`config.mk`:
```
export PLATFORM = sky130hd
export DESIGN_NAME = snn_layer_flat
export DESIGN_NICKNAME = d
export VERILOG_FILES = /design/src/rtl/snn_layer_if.sv /design/src/rtl/snn_layer.sv /design/src/flat_wrapper.sv
export SDC_FILE = /design/constraint.sdc
export NUM_CORES = 1
export LEC_CHECK = 0
export ABC_AREA = 0
export ABC_CLOCK_PERIOD_IN_PS = 10300
export CAP_MARGIN = 40
export CORE_MARGIN = 2
export CORE_UTILIZATION = 55
export CTS_BUF_LIST = sky130_fd_sc_hd__clkbuf_16
export CTS_CLUSTER_SIZE = 10
export DETAILED_ROUTE_END_ITERATION = 16
export PLACE_DENSITY = 0.75
export SLEW_MARGIN = 20
export SYNTH_ARGS = -nofsm -noshare
export SYNTH_HDL_FRONTEND = slang
export SYNTH_SLANG_ARGS = --single-unit
```
`constraint.sdc`:
```
create_clock -name clk -period 10.3 [get_ports clk]
set_clock_uncertainty 0.2 [all_clocks]
set_input_delay 1.545 -clock clk [delete_from_list [all_inputs] [get_ports clk]]
set_output_delay 1.545 -clock clk [all_outputs]
set_load 0.02 [all_outputs]
```
`src/rtl/snn_layer_if.sv`:
```
// Bus between spike encoder, neuron layer and read-out.
// Carries the sample clock-phase, spike times and winner result.
interface snn_layer_if #(
  parameter int NUM_SPIKES     = 8,
  parameter int NUM_NEURONS    = 4,
  parameter int TIME_PERIOD    = 24,
  parameter int TESTING_PERIOD = 8
);
  localparam int LTP = $clog2(TESTING_PERIOD);
  localparam int LTM = $clog2(TIME_PERIOD);
  localparam int LN  = $clog2(NUM_NEURONS);

  logic                            training;
  logic [LTM:0]                    time_val;
  logic [NUM_SPIKES-1:0][LTP:0]    spike_times;
  logic [LTP:0]                    output_spike_time;
  logic [LN:0]                     winning_neuron;

  modport master (
    output training, time_val, spike_times,
    input  output_spike_time, winning_neuron
  );

  modport slave (
    input  training, time_val, spike_times,
    output output_spike_time, winning_neuron
  );
endinterface

```
`src/rtl/snn_layer.sv`:
```
// Integrate-and-fire temporal neuron layer with
// winner-take-all and single-winner STDP training.
module snn_layer #(
  parameter int NUM_SPIKES     = 8,
  parameter int NUM_NEURONS    = 4,
  parameter int TIME_PERIOD    = 24,
  parameter int TESTING_PERIOD = 8,
  parameter int WEIGHT_W       = 3,
  parameter int THRESHOLD      = 12
) (
  input logic        clk,
  input logic        rst_l,
  snn_layer_if.slave bus
);
  localparam int LTP  = $clog2(TESTING_PERIOD);
  localparam int LTM  = $clog2(TIME_PERIOD);
  localparam int LN   = $clog2(NUM_NEURONS);
  localparam int WMAX = (1 << WEIGHT_W) - 1;
  localparam int PW   = $clog2(NUM_SPIKES * WMAX + 1);

  typedef logic [LN:0]         nidx_t;
  typedef logic [LTP:0]        tp_t;
  typedef logic [PW-1:0]       pot_t;
  typedef logic [WEIGHT_W-1:0] w_t;

  localparam nidx_t NO_WIN  = nidx_t'(NUM_NEURONS);
  localparam tp_t   NO_TIME = tp_t'(TESTING_PERIOD);
  localparam pot_t  THR     = pot_t'(THRESHOLD);
  localparam w_t    WTOP    = w_t'(WMAX);

  logic [NUM_NEURONS-1:0][NUM_SPIKES-1:0][WEIGHT_W-1:0] w_q, w_d, w_init;
  logic [NUM_NEURONS-1:0][PW-1:0] pot_q, pot_d;
  nidx_t win_q, win_d;
  tp_t   ost_q, ost_d;

  logic [NUM_NEURONS-1:0] fire;
  logic [NUM_SPIKES-1:0]  hit;
  logic                   in_win;
  logic                   t_zero;
  logic                   stdp_en;
  logic                   fire_any;
  nidx_t                  fire_idx;

  // Window phase decode and input spike match for this cycle.
  always_comb begin
    in_win  = 32'(bus.time_val) < TESTING_PERIOD;
    t_zero  = bus.time_val == '0;
    stdp_en = (32'(bus.time_val) == TESTING_PERIOD) &&
              bus.training && (win_q != NO_WIN);
    for (int i = 0; i < NUM_SPIKES; i++) begin
      hit[i] = in_win &&
               (32'(bus.spike_times[i]) == 32'(bus.time_val));
    end
  end

  // Potential integration and fire detection per neuron.
  always_comb begin
    pot_d = pot_q;
    fire  = '0;
    for (int n = 0; n < NUM_NEURONS; n++) begin
      if (in_win) begin
        pot_d[n] = t_zero ? '0 : pot_q[n];
        for (int i = 0; i < NUM_SPIKES; i++) begin
          if (hit[i]) pot_d[n] = pot_d[n] + pot_t'(w_q[n][i]);
        end
        fire[n] = pot_d[n] >= THR;
      end
    end
  end

  // Lowest-index firing neuron wins.
  always_comb begin
    fire_any = |fire;
    fire_idx = NO_WIN;
    for (int n = NUM_NEURONS - 1; n >= 0; n--) begin
      if (fire[n]) fire_idx = nidx_t'(n);
    end
  end

  // Winner capture: reload at window start, then first fire only.
  always_comb begin
    win_d = win_q;
    ost_d = ost_q;
    if (in_win && t_zero) begin
      win_d = fire_idx;
      ost_d = fire_any ? '0 : NO_TIME;
    end else if (in_win && win_q == NO_WIN && fire_any) begin
      win_d = fire_idx;
      ost_d = tp_t'(bus.time_val);
    end
  end

  // STDP on the winner row: potentiate causal inputs, depress the rest.
  always_comb begin
    w_d = w_q;
    for (int n = 0; n < NUM_NEURONS; n++) begin
      if (stdp_en && nidx_t'(n) == win_q) begin
        for (int i = 0; i < NUM_SPIKES; i++) begin
          if (bus.spike_times[i] <= ost_q) begin
            if (w_q[n][i] != WTOP) w_d[n][i] = w_q[n][i] + 1'b1;
          end else begin
            if (w_q[n][i] != '0) w_d[n][i] = w_q[n][i] - 1'b1;
          end
        end
      end
    end
  end

  // Initial weight pattern (n+i) wrapped to the weight range.
  always_comb begin
    for (int n = 0; n < NUM_NEURONS; n++) begin
      for (int i = 0; i < NUM_SPIKES; i++) begin
        w_init[n][i] = w_t'(n + i);
      end
    end
  end

  // State registers with synchronous reset.
  always_ff @(posedge clk) begin
    if (rst_l) begin
      pot_q <= '0;
      win_q <= NO_WIN;
      ost_q <= NO_TIME;
      w_q   <= w_init;
    end else begin
      pot_q <= pot_d;
      win_q <= win_d;
      ost_q <= ost_d;
      w_q   <= w_d;
    end
  end

  assign bus.output_spike_time = ost_q;
  assign bus.winning_neuron    = win_q;
endmodule

```
`src/flat_wrapper.sv`:
```
// flat-port wrapper written by rule: the top's interface ports become plain ports
module snn_layer_flat 
#(
  parameter int NUM_SPIKES     = 8,
  parameter int NUM_NEURONS    = 4,
  parameter int TIME_PERIOD    = 24,
  parameter int TESTING_PERIOD = 8,
  parameter int WEIGHT_W       = 3,
  parameter int THRESHOLD      = 12
)
  (clk, rst_l, bus_training, bus_time_val, bus_spike_times, bus_output_spike_time, bus_winning_neuron);
  snn_layer_if #(.NUM_SPIKES(NUM_SPIKES), .NUM_NEURONS(NUM_NEURONS), .TIME_PERIOD(TIME_PERIOD), .TESTING_PERIOD(TESTING_PERIOD)) bus_i ();
  input logic clk;
  input logic rst_l;
  input wire logic [$bits(bus_i.training)-1:0] bus_training;
  input wire logic [$bits(bus_i.time_val)-1:0] bus_time_val;
  input wire logic [$bits(bus_i.spike_times)-1:0] bus_spike_times;
  output wire logic [$bits(bus_i.output_spike_time)-1:0] bus_output_spike_time;
  output wire logic [$bits(bus_i.winning_neuron)-1:0] bus_winning_neuron;
  assign bus_i.training = bus_training;
  assign bus_i.time_val = bus_time_val;
  assign bus_i.spike_times = bus_spike_times;
  assign bus_output_spike_time = bus_i.output_spike_time;
  assign bus_winning_neuron = bus_i.winning_neuron;
  snn_layer #(.NUM_SPIKES(NUM_SPIKES), .NUM_NEURONS(NUM_NEURONS), .TIME_PERIOD(TIME_PERIOD), .TESTING_PERIOD(TESTING_PERIOD), .WEIGHT_W(WEIGHT_W), .THRESHOLD(THRESHOLD)) u_core (.clk(clk), .rst_l(rst_l), .bus(bus_i));
endmodule
```
# Word-level counts from Yosys, hierarchy flattened
# Cells that the tools add are included.
# classes
addsub,96
order_cmp,13
eq_ne,78
n_mux,177
reduce_logical,117
# ops
op,n
$mux 6,68
$mux 3,102
$add 6x3->6,32
$ne 3x3->1 const B,33
$add 3x1->3 const B,32
$reduce_and 3->1,32
$reduce_bool 3->1,32
$sub 3x1->3 const B,32
$reduce_bool 2->1,33
$ne 2x2->1 const B,32
$eq 4x6->1,8
$le 4x4->1,8
$ge 6x4->1 const B,4
$logic_and 1x1->1,17
$mux 4,3
$eq 2x3->1 const A,2
$eq 6x4->1 const B,1
$logic_not 6->1,1
$lt 6x4->1 const B,1
$mux 1,4
$reduce_or 4->1,1
$eq 1x3->1 const A,1
$eq 3x3->1 const B,1
$logic_not 3->1,1
# totals
out_inout_bits,7
input_bits,41
wordCells,519
reg_bits,127

# Logic depth before layout (Yosys ltp)
# Gate-level depths: netlist (run 1).
# logic_depth
depth_word,34
depth_mapped,50
depth_no_buf,47

# Least setup slack after synthesis (run 1)
# Ideal clock, no wire load.
# synth_timing
path_type,input-to-reg
start,input bus_time_val[5]
end,register u_core.win_q[1] (netlist: u_core.bus.winning_neuron[1])
path_stages,45
n_path_buf,3
t_arrival_ns,10.601
path_slack_ns,-0.589
setup_ns,0.088
t_required_ns,10.012
cell_sequence,buf_2 -> nor3_4 -> nand2_1 -> clkbuf_1 -> clkbuf_1 -> nand2_1 -> inv_1 -> ha_1 -> ha_1 -> nand2_1 -> o21ai_0 -> inv_1 -> fa_1 -> a21oi_1 -> inv_1 -> fa_1 -> o21ai_0 -> inv_1 -> (+9 left out) -> fa_1 -> nor2_1 -> a21oi_1 -> inv_1 -> ha_1 -> a21o_1 -> a21oi_1 -> nor2_1 -> nand3_1 -> nor2_1 -> a221oi_1 -> mux2i_1 -> xnor2_1 -> xnor2_1 -> nor4b_1 -> nor4b_4 -> a21oi_2 -> o32ai_2
# synth_via
elab_chain_len,34
elab_cells_between_ends,137
classes_between,add/sub (32); order compare (5); eq/ne (8); mux (78); reduce/logical (14)
# synth_lines
element,line,rtl
from (decl),flat_wrapper.sv:16,input wire logic [$bits(bus_i.time_val)-1:0] bus_time_val;
$logic_not 6->1,snn_layer.sv:47,t_zero = bus.time_val == '0;
$mux 6,snn_layer.sv:62,pot_d[n] = t_zero ? '0 : pot_q[n];
$add 6x3->6,snn_layer.sv:64,if (hit[i]) pot_d[n] = pot_d[n] + pot_t'(w_q[n][i]);
$mux 6,snn_layer.sv:64,
$mux 6,snn_layer.sv:61,if (in_win) begin
$add 6x3->6,snn_layer.sv:64,
$mux 6,snn_layer.sv:64,
$mux 6,snn_layer.sv:61,
(+15 left out),-,
$add 6x3->6,snn_layer.sv:64,
$mux 6,snn_layer.sv:64,
$mux 6,snn_layer.sv:61,
$ge 6x4->1,snn_layer.sv:66,fire[n] = pot_d[n] >= THR;
$mux 1,snn_layer.sv:61,
$mux 3 (4 in a row),snn_layer.sv:76,if (fire[n]) fire_idx = nidx_t'(n);
$mux 3,snn_layer.sv:87,end else if (in_win && win_q == NO_WIN && fire_any) begin
$mux 3,snn_layer.sv:84,if (in_win && t_zero) begin
to (signal assigned),snn_layer.sv:127,win_q <= win_d;
to (decl),snn_layer.sv:33,"nidx_t win_q, win_d;"
# Parallel ways exist; a longest one is shown, timed or not. The select of a mux whose other input is x is not followed.
# A chain may end at the register's enable or synchronous reset.

# Final worst setup path (run 1)
# Ends and elaborated chain as after synthesis.

==> results by group, run 1 <==
Outcome
  • Status: finished clean

Synth
  • EDFF count, synth: 0
  • Yosys reg bits: 127
  • Syn_nets: 2257
  • Synth top area share: 16.7%
  • Top FF cell, synth: dfxtp_1
  • Mapped Area: 15200 um2
  • Register area share after synthesis: 16.7%
  • Synth Instances: 2028
  • Area leader, netlist: dfxtp_1
  • Synth cell types: 88
  • Ranking of synthesized cells by area: dfxtp_1, ha_1, fa_1
  • Syn_area_per_cell: 7.51 um2
  • Yosys warnings: 0
  • Asr flop ratio synth: 0%

STA
  • Slew headroom: 46.5%
  • Fmax: 0.0990 GHz
  • Tcrit/Tclk final: 98.1%
  • Tmin final: 10.10 ns
  • Fin. Hold Viols: 0
  • Worst slew pin tran: 0.801 ns
  • Final setup vio count: 0
  • WHS: 0.334 ns
  • Final Max Slew Viols: 0

Routing
  • Antenna viol nets, final: 0
  • Via/cell ratio: 6.13
  • # DRC: 0
  • Pre-Repair DR Iteration Count: 6
  • Routed vias: 16300
  • WL per Instance: 19.0 um
  • Initial DRC count: 1577
  • Post-Route WL: 50.5 mm

Pwr
  • P_sw: 0.469 mW
  • Clock group share of total power: 40.8%
  • Power per cell area: 75.4 nW/um2
  • P_leak: 8.28 nW
  • Switching Fraction: 32.5%
  • VDD IR max: 0.104 mV
  • Cell-internal power: 0.975 mW
  • Comb power frac: 24.8%
  • Reg power frac: 34.4%

Critical path
  • Crit start category: input port
  • Critical path class: in2reg
  • Reg2reg end: u_core.bus.winning_neuron[1]
  • Slowest cell on crit path: o31ai_2
  • R2R depth: 44
  • Worst path max stage delay: 0.36 ns
  • CP endpoint kind: flop
  • Crit path launch: bus_time_val[5]
  • R2R Setup Slk: 1.44 ns
  • Req. time, crit path: 10.46 ns
  • CP max FO: 8
  • R2R Path Start: u_core.pot_q[13]
  • CP Capture Point: u_core.bus.winning_neuron[1]
  • Arr. time, crit path: 10.26 ns

Cells and area
  • Number of nets in the layout: 2502
  • Most common cell after layout, fill and taps aside: buf_4
  • Commonest cells after routing, fill and taps aside: buf_4, nor2_1, nand2_1
  • Area growth from synthesis to layout: 25.8%
  • Non-Filler Instances: 2658
  • Post-route cell area: 19200 um2
  • Share of cells above drive strength 1: 21.1%
  • Antenna Cells: 0

GRT
  • Vias in the first global route: 15200
  • First-pass GRT wire length: 77.2 mm
  • GRT overflow: 0
  • GRT Total Usage: 33.7%
  • Largest net degree at the start of global routing: 62
  • Initial antenna violation count: 0

Floorplan
  • Die ar.: 29000 um2
  • Initial Utilization: 56.2%
  • Site row count: 60
  • Top Ports: 48
  • Die width: 170 um
  • Core ar.: 27100 um2
  • Die Height: 170 um

Clock tree
  • Worst skew pair latency: 0.45 ns
  • Maximum clock insertion buffer count: 2
  • Num CTS Buffers: 17
  • Clk slew on worst S/H paths: 0.06 ns
  • Sink Count: 127
  • Root buffer selected by CTS: clkbuf_16
  • H-tree levels: 4
  • CTS tree: built

Place
  • DP Cell Count: 2576
  • Port bufs: 47
  • GPL Wtd Cong: 0.929
  • Placed inst area: 17600 um2
  • HPWL after DPL: 36.7 mm

Worst hold path
  • Hold Path Class: reg2reg
  • Hold Crit Depth: 2

Job
  • Max-cap violation count: 0
==> metrics by stage <==
stage	util (%)	setup WS (ns)	setup TNS (ns)	total power, mW
CTS	67.9	0.0519	0	1.41
floorplan	-	0.00853	0	0.698
detailed placement	64.8	-1.15	-8.65	0.819
finish	70.7	0.196	0	1.44
global route	70.7	-0.167	-0.586	1.50
global placement	64.7	-0.735	-4.90	0.805
==> critical path, delay by kind of cell <==
kind	cells	cell delay [ns]
adder cells (fa/ha/maj)	8	2.27
AND/OR/NAND/NOR	13	2.01
multiplexers	2	0.43
buffers and inverters	4	0.64
XOR/XNOR	8	1.34
AO/OA/AOI/OAI	11	2.01
==> synthesized netlist by cell type (all sizes together) (10+ instances only) <==
library cell    n
nand3          82
nand2b         20
and2           11
a211oi         27
o21a           10
o21ai         150
clkbuf         71
nor2b          26
nor4           15
a21oi         173
dfxtp         127
o22ai          18
mux2           15
o211ai         16
xor2           50
nand2         189
nor3           61
or3            20
mux2i          31
fa             60
a31oi          19
o31ai          19
a221oi         10
buf            18
inv           160
xnor2         111
a21o           32
ha            128
a41oi          12
nand4          14
nor2          194
==> layer usage <==
layer,GRT usage [%],wire length [um],up-vias,part of all wire [%]
li1,-,-,7736,-
met1,42.7,20600,7706,41
met2,55.8,23500,689,47
met3,5.16,3750,151,7.4
met4,17.0,2630,0,5.2
met5,0,0,-,0
==> flip-flops by register name (all words and copies together) (netlist names) <==
| name | cells |
|---|---|
| u_core.w_q | 96 |
| u_core.pot_q | 24 |
| u_core.bus.output_spike_time | 4 |
| u_core.bus.winning_neuron | 3 |
==> cell families after synthesis <==
logic type / after synthesis / synth area share (%)
buffers and inverters: 251 / 6.39
AOI/OAI and AO/OA: 583 / 24.4
xor gates and xnor gates: 166 / 10.2
adders and majority gates: 188 / 18.4
and+or+nand+nor: 667 / 20.7
muxes: 46 / 3.15
DFF: 127 / 16.7
==> cell type report <==
cell class / instances / area, um2
clock buffers: 17 / 425
clock inverters: 15 / 123
fillers: 1977 / 7950
inverters: 162 / 608
multi-input cells: 1650 / 12400
flip-flops and latches: 127 / 2540
well taps: 372 / 465
repair buffers: 315 / 2550
==> what timing repair did <==
item / 4_1_cts / 5_1_grt
endpoints found under the hold margin: 0 / 0
resized for setup: 42 / 130
buffers inserted: 22 / 24
setup endpoints to repair: 7 / 8
pin swaps: 17 / 70
hold buffers: 0 / 0
==> worst min-delay path by stage <==
stage | to | slack (ns) | startpoint
5_1_grt | u_core.bus.output_spike_time[1] | 0.36 | u_core.bus.output_spike_time[1]
2_1_floorplan | u_core.w_q[93] | 0.28 | u_core.w_q[93]
6_report | u_core.w_q[41] | 0.33 | u_core.w_q[39]
4_1_cts | u_core.w_q[39] | 0.33 | u_core.w_q[39]
3_5_place_dp | u_core.w_q[39] | 0.32 | u_core.w_q[39]
3_3_place_gp | u_core.w_q[39] | 0.31 | u_core.w_q[39]
==> power groups by stage <==
stage	Combinational [mW]	Clock, mW	Sequential (mW)
after floorplan	0.193	0	0.506
after global placement	0.298	0	0.507
after detailed placement	0.312	0	0.507
after CTS	0.325	0.591	0.496
after global routing	0.389	0.610	0.497
final	0.358	0.588	0.497
Note: power is estimated with default switching activity, not from simulation.
==> run 2: changes to the inputs <==
CORE_ASPECT_RATIO = 0.8   (was not set)
CTS_BUF_LIST = not set   (was sky130_fd_sc_hd__clkbuf_16)
==> results by group, run 2 (synthesis gave the netlist of run 1 again) <==
STA
  • Fmax: 0.0989 GHz (about the same)
  • Final Max Slew Viols: 0 (unchanged)
  • WHS: 0.312 ns (-0.0222 ns)
  • Worst slew pin tran: 0.812 ns (+0.0117 ns)
  • Setup TNS Final: 0 ns (unchanged)
  • Final setup vio count: 0 (unchanged)
  • Slew headroom: 45.8% (-0.69 points)
  • Tcrit/Tclk final: 98.2% (about the same)
  • Tmin final: 10.11 ns (+0.00899 ns)
  • Fin. Hold Viols: 0 (unchanged)

Worst hold path
  • Hold Path Class: reg2reg
  • Hold_sp: u_core.w_q[93]
  • WHS Endpoint: u_core.w_q[93]
  • Hold Crit Depth: 2 (unchanged)

Critical path
  • Slowest cell on crit path: nor4b_4
  • CP endpoint kind: flop
  • Worst path max stage delay: 0.35 ns (about the same)
  • Req. time, crit path: 10.45 ns (about the same)
  • Reg2reg end: u_core.bus.winning_neuron[1]
  • R2R Setup Slk: 1.25 ns (-0.19 ns)
  • CP max FO: 5 (-3)
  • R2R depth: 44 (unchanged)
  • Arr. time, crit path: 10.26 ns (about the same)
  • Crit-path most repeated cell: ha_4
  • Crit start category: input port
  • Critical path class: in2reg
  • R2R Path Start: u_core.w_q[49]

Clock tree
  • H-tree levels: 4 (unchanged)
  • Num CTS Buffers: 17 (unchanged)
  • CTS tree: built
  • Post-CTS Hold Buffers: 0 (unchanged)
  • Maximum clock insertion buffer count: 2 (unchanged)
  • Worst skew pair latency: 0.45 ns (about the same)
  • Sink Count: 127 (unchanged)
  • Clk slew on worst S/H paths: 0.07 ns (about the same)
  • Root buffer selected by CTS: clkbuf_16

GRT
  • Initial antenna violation count: 0 (unchanged)
  • First-pass GRT wire length: 78.0 mm (+1.1%)
  • Largest net degree at the start of global routing: 64 (+3.2%)
  • Vias in the first global route: 15300 (+0.98%)
  • GRT Total Usage: 33.6% (-0.13 points)
  • GR Layer Usage met2: 54.0% (-1.8 points)
  • Top Usage Layer GRT: met2
  • GRT overflow: 0 (unchanged)
  • GR met1 Demand/Resource: 44.1% (+1.5 points)
  • Met3 Track Usage GR: 7.74% (+2.6 points)

Floorplan
  • Top Ports: 48 (unchanged)
  • Die Height: 153 um (-10%)
  • Die ar.: 29000 um2 (about the same)
  • Die width: 190 um (+12%)
  • Core ar.: 27200 um2 (+0.47%)
  • Initial Utilization: 55.9% (-0.26 points)
  • Site row count: 54 (-10%)

Routing
  • # DRC: 0 (unchanged)
  • Routed vias: 16500 (+1.3%)
  • Via/cell ratio: 6.26 (+2.2%)
  • Antenna viol nets, final: 0 (unchanged)
  • Pre-Repair DR Iteration Count: 6 (unchanged)
  • Initial DRC count: 1338 (-15%)
  • Post-Route WL: 50.7 mm (+0.51%)
  • WL per Instance: 19.2 um (+1.4%)

Cells and area
  • Most flops, register: u_core.w_q
  • Antenna Cells: 0 (unchanged)
  • Area growth from synthesis to layout: 24.9%
  • Commonest cells after routing, fill and taps aside: buf_4, nor2_1, nand2_1
  • Share of cells above drive strength 1: 20.0% (-1.1 points)
  • Most common cell after layout, fill and taps aside: buf_4
  • Number of nets in the layout: 2488 (-0.56%)
  • Post-route cell area: 19000 um2 (-0.76%)
  • Largest register FFs: 96 (unchanged)

Place
  • Port bufs: 47 (unchanged)
  • HPWL after DPL: 37.4 mm (+2.0%)
  • GPL Wtd Cong: 0.954 (+2.7%)
  • Placed inst area: 17500 um2 (-0.22%)

Pwr
  • Power per cell area: 77.3 nW/um2 (+2.6%)
  • P_leak: 8.19 nW (-0.98%)
  • VDD IR max: 0.125 mV (+21%)

Outcome
  • Status: finished clean

Job
  • Max-cap violation count: 0 (unchanged)
-- run 2: cell count changes in the layout (fill, tap and decap cells not counted), moves of 2 or more --
cell / previous run / this run
buf_4: 260 / 239
nor2_1: 181 / 185
nor2_4: 4 / 2
a21oi_2: 15 / 11
nand2_1: 177 / 175
a21oi_1: 154 / 158
nor2_2: 9 / 7
fa_1: 54 / 57
ha_4: 13 / 11
buf_8: 1 / 4
fa_2: 6 / 3
buf_6: 7 / 11
nand2_2: 10 / 12
-- run 2: area by class of cell --
cell class,count,area [um2]
Timing Repair Buffer,301,2480
Fill cell,2137,8220
Multi-Input combinational cell,1650,12400
Clock buffer,18,429
Tap cell,364,455
Clock inverter,14,145
Sequential cell,127,2540
Inverter,162,608
-- run 2: power by group --
group	leakage, nW	internal (mW)	total [mW]	switching [mW]
Sequential	1.03	0.493	0.497	0.00386
Combinational	6.90	0.165	0.354	0.188
Clock	0.273	0.341	0.619	0.278
-- run 2: per-layer routing --
layer | vias up | routed length (um)
met4 | 0 | 1770
li1 | 7700 | -
met1 | 7882 | 21200
met3 | 134 | 4480
met5 | - | 0
met2 | 780 | 23300
-- run 2: worst max-delay path by stage --
stage	from	end	slack (ns)
final	bus_time_val[2]	u_core.bus.winning_neuron[1]	0.19
after global routing	bus_time_val[2]	u_core.bus.winning_neuron[1]	-0.20
after CTS	bus_time_val[5]	u_core.bus.output_spike_time[2]	0.1
after detailed placement	bus_time_val[5]	u_core.bus.output_spike_time[0]	-0.87
after global placement	bus_time_val[1]	u_core.bus.output_spike_time[2]	-0.66
after floorplan	bus_time_val[5]	u_core.bus.winning_neuron[1]	0.009
-- run 2: per-stage QoR --
step / power (mW) / instances / utilization, % / worst slack [ns]
4_1_cts: 1.44 / 2609 / 67.4 / 0.0985
3_5_place_dp: 0.821 / 2560 / 64.3 / -0.875
2_1_floorplan: 0.698 / 2028 / - / 0.00853
3_3_place_gp: 0.805 / 2557 / 64.1 / -0.655
5_1_grt: 1.52 / 2636 / 69.8 / -0.203
6_report: 1.47 / 2636 / 69.8 / 0.187
-- run 2: timing repair --
item / in CTS / in global routing
endpoints found under the setup margin: 7 / 7
buffers inserted: 17 / 23
hold endpoints to repair: 0 / 0
pin swaps: 26 / 59
gates cloned: 0 / 0
resized for setup: 46 / 119
-- run 2: worst max-delay path, delay by kind of cell --
family | cells | cell delay [ns]
buffers and inverters | 5 | 0.69
XOR/XNOR | 9 | 1.41
AO/OA/AOI/OAI | 11 | 1.93
adder cells (fa/ha/maj) | 8 | 1.98
AND/OR/NAND/NOR | 15 | 2.46
multiplexers | 1 | 0.29
